--- config.mk ---
export PLATFORM = sky130hd
export DESIGN_NAME = fetch_unit
export DESIGN_NICKNAME = d
export VERILOG_FILES = /design/src/rtl/ctrl_pkg.sv /design/src/rtl/instr_field_split.sv /design/src/rtl/fetch_unit.sv
export SDC_FILE = /design/constraint.sdc
export NUM_CORES = 1
export LEC_CHECK = 0
export CAP_MARGIN = 5
export CORE_ASPECT_RATIO = 0.75
export CORE_MARGIN = 5
export CORE_UTILIZATION = 40
export CTS_CLUSTER_DIAMETER = 50
export DETAILED_ROUTE_END_ITERATION = 8
export GPL_TIMING_DRIVEN = 0
export PLACE_DENSITY_LB_ADDON = 0.1
export SYNTH_ARGS = -nofsm -noshare
export SYNTH_HDL_FRONTEND = slang
export SYNTH_SLANG_ARGS = --single-unit
--- constraint.sdc ---
create_clock -name clk -period 3.8 [get_ports clk]
set_input_delay 0.95 -clock clk [delete_from_list [all_inputs] [get_ports clk]]
set_output_delay 0.95 -clock clk [all_outputs]
set_load 0.1 [all_outputs]
--- src/rtl/ctrl_pkg.sv ---
// Shared definitions for the fetch stage and the control unit: fetch FSM
// states, instruction field positions and opcode classes.
package ctrl_pkg;

  typedef enum logic [1:0] {
    IDLE  = 2'd0,
    FETCH = 2'd1,
    WAIT  = 2'd2,
    FULL  = 2'd3
  } fetch_state_t;

  // Bit positions of the decoded fields inside a 32-bit instruction word.
  localparam int unsigned COND_MSB  = 31;
  localparam int unsigned OP_LSB    = 26;
  localparam int unsigned FUNCT_LSB = 20;
  localparam int unsigned RD_LSB    = 12;

  // Opcode classes carried in the op field.
  localparam logic [1:0] OP_DP  = 2'd0;
  localparam logic [1:0] OP_MEM = 2'd1;
  localparam logic [1:0] OP_BR  = 2'd2;

endpackage

--- src/rtl/instr_field_split.sv ---
// Purely combinational split of an instruction word into the fields the
// control unit decodes. Also usable by monitors that disassemble traffic.
module instr_field_split
  import ctrl_pkg::*;
(
  input  logic [31:0] instr,
  output logic [3:0]  cond,
  output logic [1:0]  op,
  output logic [5:0]  funct,
  output logic [3:0]  rd
);

  // Bits outside the decoded fields are intentionally not consumed here.
  logic unused_bits;

  assign cond  = instr[COND_MSB -: 4];
  assign op    = instr[OP_LSB +: 2];
  assign funct = instr[FUNCT_LSB +: 6];
  assign rd    = instr[RD_LSB +: 4];

  assign unused_bits = ^{instr[19:16], instr[11:0]};

endmodule

--- src/rtl/fetch_unit.sv ---
// Instruction fetch and issue stage. Owns the PC, issues one outstanding
// request at a time to instruction memory, holds the returned word for
// decode and applies branch redirects, discarding wrong-path responses.
//
// Decode handshake: dec_valid=1 means the issue register holds an
// instruction; it and all field outputs stay stable until the first cycle
// with dec_valid=1 and dec_ready=1, on which the instruction is consumed at
// the clock edge. dec_valid never drops without that handshake except on a
// branch redirect or reset.
module fetch_unit
  import ctrl_pkg::*;
#(
  parameter int              ADDR_W   = 32,
  parameter logic [ADDR_W-1:0] RESET_PC = '0
) (
  input  logic              clk,
  input  logic              rst,
  output logic              imem_req,
  output logic [ADDR_W-1:0] imem_addr,
  input  logic              imem_valid,
  input  logic [31:0]       imem_rdata,
  input  logic              branch_taken,
  input  logic [ADDR_W-1:0] branch_target,
  input  logic              dec_ready,
  output logic              dec_valid,
  output logic [31:0]       instr,
  output logic [3:0]        cond,
  output logic [1:0]        op,
  output logic [5:0]        funct,
  output logic [3:0]        Rd,
  output logic [ADDR_W-1:0] pc_plus8,
  output logic [1:0]        dbg_state
);

  localparam logic [ADDR_W-1:0] PC_STEP = ADDR_W'(4);
  localparam logic [ADDR_W-1:0] PC_AHEAD = ADDR_W'(8);

  fetch_state_t      state_q, state_d;
  logic [ADDR_W-1:0] pc_q, pc_d;
  logic              kill_q, kill_d;
  logic [31:0]       instr_q, instr_d;
  logic [ADDR_W-1:0] pc_plus8_q, pc_plus8_d;

  // The low target bits are dropped by word alignment.
  logic unused_target_bits;
  assign unused_target_bits = ^branch_target[1:0];

  // State and datapath registers; reset forgets any outstanding response.
  always_ff @(posedge clk or posedge rst) begin
    if (rst) begin
      state_q    <= IDLE;
      pc_q       <= RESET_PC;
      kill_q     <= 1'b0;
      instr_q    <= 32'h0;
      pc_plus8_q <= RESET_PC + PC_AHEAD;
    end else begin
      state_q    <= state_d;
      pc_q       <= pc_d;
      kill_q     <= kill_d;
      instr_q    <= instr_d;
      pc_plus8_q <= pc_plus8_d;
    end
  end

  // Next-state logic; a branch overrides dec_ready and imem_valid everywhere.
  always_comb begin
    state_d    = state_q;
    pc_d       = pc_q;
    kill_d     = kill_q;
    instr_d    = instr_q;
    pc_plus8_d = pc_plus8_q;

    unique case (state_q)
      IDLE: state_d = FETCH;
      FETCH: begin
        // The request to the old pc has already gone out; mark it stale.
        state_d = WAIT;
        if (branch_taken) kill_d = 1'b1;
      end
      WAIT: begin
        if (imem_valid) begin
          // The outstanding request completes either way.
          kill_d = 1'b0;
          if (!kill_q && !branch_taken) begin
            instr_d    = imem_rdata;
            pc_plus8_d = pc_q + PC_AHEAD;
            pc_d       = pc_q + PC_STEP;
            state_d    = FULL;
          end else begin
            state_d = FETCH;
          end
        end else if (branch_taken) begin
          kill_d = 1'b1;
        end
      end
      FULL: begin
        if (branch_taken || dec_ready) state_d = FETCH;
      end
      default: state_d = IDLE;
    endcase

    if (branch_taken) pc_d = {branch_target[ADDR_W-1:2], 2'b00};
  end

  assign imem_req  = (state_q == FETCH);
  assign imem_addr = pc_q;
  assign dec_valid = (state_q == FULL);
  assign instr     = instr_q;
  assign pc_plus8  = pc_plus8_q;
  assign dbg_state = state_q;

  instr_field_split u_split (
    .instr (instr_q),
    .cond  (cond),
    .op    (op),
    .funct (funct),
    .rd    (Rd)
  );

endmodule

After elaboration in Yosys (flattened, before gate mapping):

Index checks and enable logic that the tools add are counted.
Widths: inputs -> output; s select.

* input bits: 69
* word-level logic and storage cells: 35
* bits in registers: 99

* muxes and demuxes: 11
* add/sub/neg operators: 2
* equal/unequal tests: 5
* reductions and logical operators: 12

Operators with widths (count)
* $mux 32: 4
* $add 32x3->32 const B: 1
* $add 32x4->32 const B: 1
* $pmux 2 s4: 1
* $reduce_bool 2->1: 4
* $mux 2: 3
* $reduce_and 3->1: 2
* $eq 2x2->1 const B: 2
* $eq 2x1->1 const B: 1
* $logic_not 1->1: 2
* $logic_not 2->1: 1
* $mux 1: 2
* $ne 2x1->1 const B: 1
* $ne 2x2->1 const B: 1
* $pmux 1 s2: 1
* $reduce_and 2->1: 1
* $logic_and 1x1->1: 1
* $logic_or 1x1->1: 1

Longest topological paths before layout:

* depth after elaboration: 6
* depth in mapped cells: 9
* mapped depth without buffers: 6

By module:

A second synthesis with hierarchy kept.

* cells, all modules: 557
* area, all modules: 4924.7 um^2

By module, submodules not included
* fetch_unit: area an instance 4804.6 um^2, times used 1, sequential area each 2378.5 um^2, cells an instance 541
* instr_field_split: area an instance 120.1 um^2, times used 1, sequential area each 0.0 um^2, cells an instance 16

Least setup slack after synthesis:

OpenSTA, ideal clock, no wires.

* path type: flip-flop to output port
* start: register state_q[0], in the netlist dbg_state[0]
* end: output imem_req
* data arrival time: 1.910 ns
* slack: 0.940 ns
* cell stages (with the launch flop): 2
* required time: 2.850 ns
* path buffers: 0
* path through: dfrtp_1 ha_1

* cells in the longest elaborated chain, start to end: 1

Ends and longest elaborated chain
* from (decl): RTL line fetch_unit.sv:38 `fetch_state_t state_q, state_d;`
* from (signal assigned): RTL line fetch_unit.sv:57 `state_q <= state_d;`
* $eq 2x1->1: RTL line fetch_unit.sv:105 `assign imem_req = (state_q == FETCH);`
* to (decl): RTL line fetch_unit.sv:18 `output logic imem_req,`

Every way passes these cells.

Final worst setup path:

* start: input imem_valid
* end: register pc_plus8_q[21], in the netlist pc_plus8[21]

* cells in the longest elaborated chain, start to end: 1

Ends and longest elaborated chain
* from (decl): RTL line fetch_unit.sv:20 `input logic imem_valid,`
* $reduce_and 3->1 (no line)
* to (signal assigned): RTL line fetch_unit.sv:55 `pc_plus8_q <= RESET_PC + PC_AHEAD;`
* to (signal assigned): RTL line fetch_unit.sv:61 `pc_plus8_q <= pc_plus8_d;`
* to (decl): RTL line fetch_unit.sv:42 `logic [ADDR_W-1:0] pc_plus8_q, pc_plus8_d;`

Every way passes these cells.
A chain may end at the register's enable or synchronous reset.

==> flow_summary.toml <==
[status]
outcome = "finished clean"

[global_routing]
use_met3_pct = 5.94
grtUsageMet2_pct = 32.1
grt_max_degree = 57
antenna_found_initial = 0
top_usage_layer = "met2"
grt_pass1_vias = 4674
grtUsageTotal_pct = 21.5
grt_pass1_wl_mm = 25.3
grt_util_met1_pct = 30.6
overflow = 0

[placement]
dp_hpwl_mm = 12.1
place.gp.congestion = 0.902
preCtsSetupSlack_ns = 0.215
io_buffers = 178

[synthesis]
synth_area_mm2 = 0.00492
synth_ff_type = "dfrtp_1"
synth-seq-cells = 95
ys_warn_count = 0
synth_cell_types = 51
yosysSeqAreaShare_pct = 48.3
syn_avg_cell_area_um2 = 8.84
synthArstFlopShare_pct = 100
synth_edf_count = 0
postSynthCellCount = 557

[setup_path]
endpoint_kind = "flop"
max_stage_delay_ns = 0.82
rr_worst_depth = 6
crit_type = "in -> reg"
cp.arrival_ns = 3.39
crit_path_start = "imem_valid"
r2r_slack_ns = 1.01
cp_top_family = "buffers and inverters"
cp.required_ns = 3.98
critPathLaunchType = "input pin"
crit_chain = "clkdlybuf4s50_1 > nand3b_1 > nor2_1 > clkbuf_1 > a31oi_1"
timing.rr.end = "pc_plus8[21]$_DFFE_PP0P_"
crit-reg2reg-launch = "dbg_state[0]$_DFFE_PP0P_"
path_max_fanout = 10
slowest_stage = "nor2_1"
crit_buf_inv = 2

[clocking]
cts_buffer_depth = 2
holdBufCountCts = 0
clk_pin_slew_ns = 0.07
clock-root-buffer = "clkbuf_16"
h-tree-depth = 3
cts_setup_buffers = 0
tritoncts = "done"
clk_latency_ns = 0.35
cts_buffers = 9
ctsResizeCount = 0
clock-sinks = 95

[sta]
relSlewSlack_pct = 31.3
setup_tns_ns = 0
hold_viol_final = 0
timing.fmax_mhz = 312
setup_viol = 0
slew_viol_final = 0
whs_ns = 0.475
setup_ws_ns = 0.597
period_share_pct = 84.3
worstMarginPinSlew_ns = 1.03
fin_skew_ns = 0.0105
min_period_ns = 3.20
rsz0062_at_grt = "no"

[cells_and_area]
drive_above_1_share_pct = 7.81
fin_nets = 824
syn2layout_area_growth_pct = 47.3
fillers = 1102
insertedDiodeCount = 0

[min_path]
min_path_type = "reg -> reg"
holdPathStages = 2
hold_path_startpoint = "instr[6]$_DFFE_PP0P_"
hold_end = "instr[6]$_DFFE_PP0P_"

[routing]
drtIter0Drc = 242
avgViaCountPerCell = 5.09
finalWirelength_mm = 15.8
via_count = 4687
drc = 0
dr.pass1.iters = 5
ant_nets = 0
wl_per_cell_um = 17.1

[floorplan]
die_area_mm2 = 0.0147
core_mm2 = 0.0122
start_util_pct = 40.5
io_pins = 185
die_w_um = 138
row_count = 35
die_h_um = 106

[flow_run]
cap_violations = 0
[registers in the layout, indices dropped and copies added, names as in the netlist]
| register | count |
|---|---|
| instr | 32 |
| imem_addr | 30 |
| pc_plus8 | 30 |
| dbg_state | 2 |
| kill_q | 1 |
[worst reg2reg max path, delay by kind of cell, from the launching register on]
kind,cells,cell delay (ns)
compound gates,1,0.18
simple gates,2,1.08
fa+ha+maj,1,0.29
buf+inv,2,0.66
flops,1,0.43
[cells in the final DEF (no fill, tap or decap), types with 6 or more instances in the layout]
cell	count
or3_1	10
clkbuf_16	9
nor3_1	8
buf_2	6
o31ai_1	7
clkdlybuf4s50_1	178
nand4_1	19
xor2_1	9
buf_4	23
nor4_1	11
o21ai_0	40
dfrtp_1	94
nand3_1	14
xnor2_1	19
or4_1	8
nor2_1	31
clkbuf_1	20
nand2_1	148
a31oi_1	21
inv_1	8
[cell families after synthesis]
| kind of cell | count (synthesis) | synth area share [%] |
|---|---|---|
| muxes | 1 | 0.203 |
| buffers and inverters | 62 | 7.09 |
| adders and majority gates | 5 | 1.27 |
| other | 1 | 0.0761 |
| and+or+nand+nor | 278 | 27.3 |
| xor gates and xnor gates | 28 | 4.98 |
| DFF | 95 | 48.3 |
| AOI/OAI and AO/OA | 87 | 10.7 |
[final cells by class]
| cell class | instances | area (um2) | area share [%] |
|---|---|---|---|
| clock buffer | 11 | 243 | 3.35 |
| timing repair buffer | 179 | 1800 | 24.8 |
| buffer | 53 | 315 | 4.35 |
| sequential | 95 | 2380 | 32.8 |
| tap | 166 | 208 | 2.86 |
| multi-input combinational | 403 | 2210 | 30.4 |
| clock inverter | 5 | 63.8 | 0.880 |
| inverter | 9 | 36.3 | 0.500 |
[cells in the mapped netlist (9+ instances only)]
library cell	n	area, um2
o21ai_0	40	200
nor2_1	31	116
nor4_1	11	68.8
xnor2_1	19	166
xor2_1	9	78.8
or3_1	10	62.6
nand3_1	14	70.1
clkbuf_1	19	71.3
dfrtp_1	94	2350
inv_1	9	33.8
nand2_1	148	556
a31oi_1	21	131
buf_4	23	173
nand4_1	19	119
[metrics by stage]
stage,cells,instance area (um2),utilization [%]
after floorplan,560,4940,-
after detailed placement,905,6950,57.1
after CTS,921,7250,59.6
after global placement,904,6930,56.9
after global routing,921,7250,59.6
final,921,7250,59.6
[how the worst max path moves through the flow]
stage,cells past startpoint,end,slack (ns)
6_report,5,pc_plus8[21]$_DFFE_PP0P_,0.60
3_5_place_dp,5,pc_plus8[22]$_DFFE_PP0P_,0.22
3_3_place_gp,2,dbg_state[0]$_DFFE_PP0P_,-1.18
5_1_grt,5,pc_plus8[22]$_DFFE_PP0P_,0.41
4_1_cts,5,pc_plus8[21]$_DFFE_PP0P_,0.57
2_1_floorplan,1,dbg_state[0]$_DFFE_PP0P_,0.37
[metal layers]
layer / wire length (um) / vias to the layer above
li1: - / 2292
met1: 7630 / 2182
met2: 6790 / 182
met3: 1040 / 31
met4: 311 / 0
met5: 0 / -
Power is not shown: default switching activity piles up to over one toggle a cycle in this logic, so the estimate is an artifact.
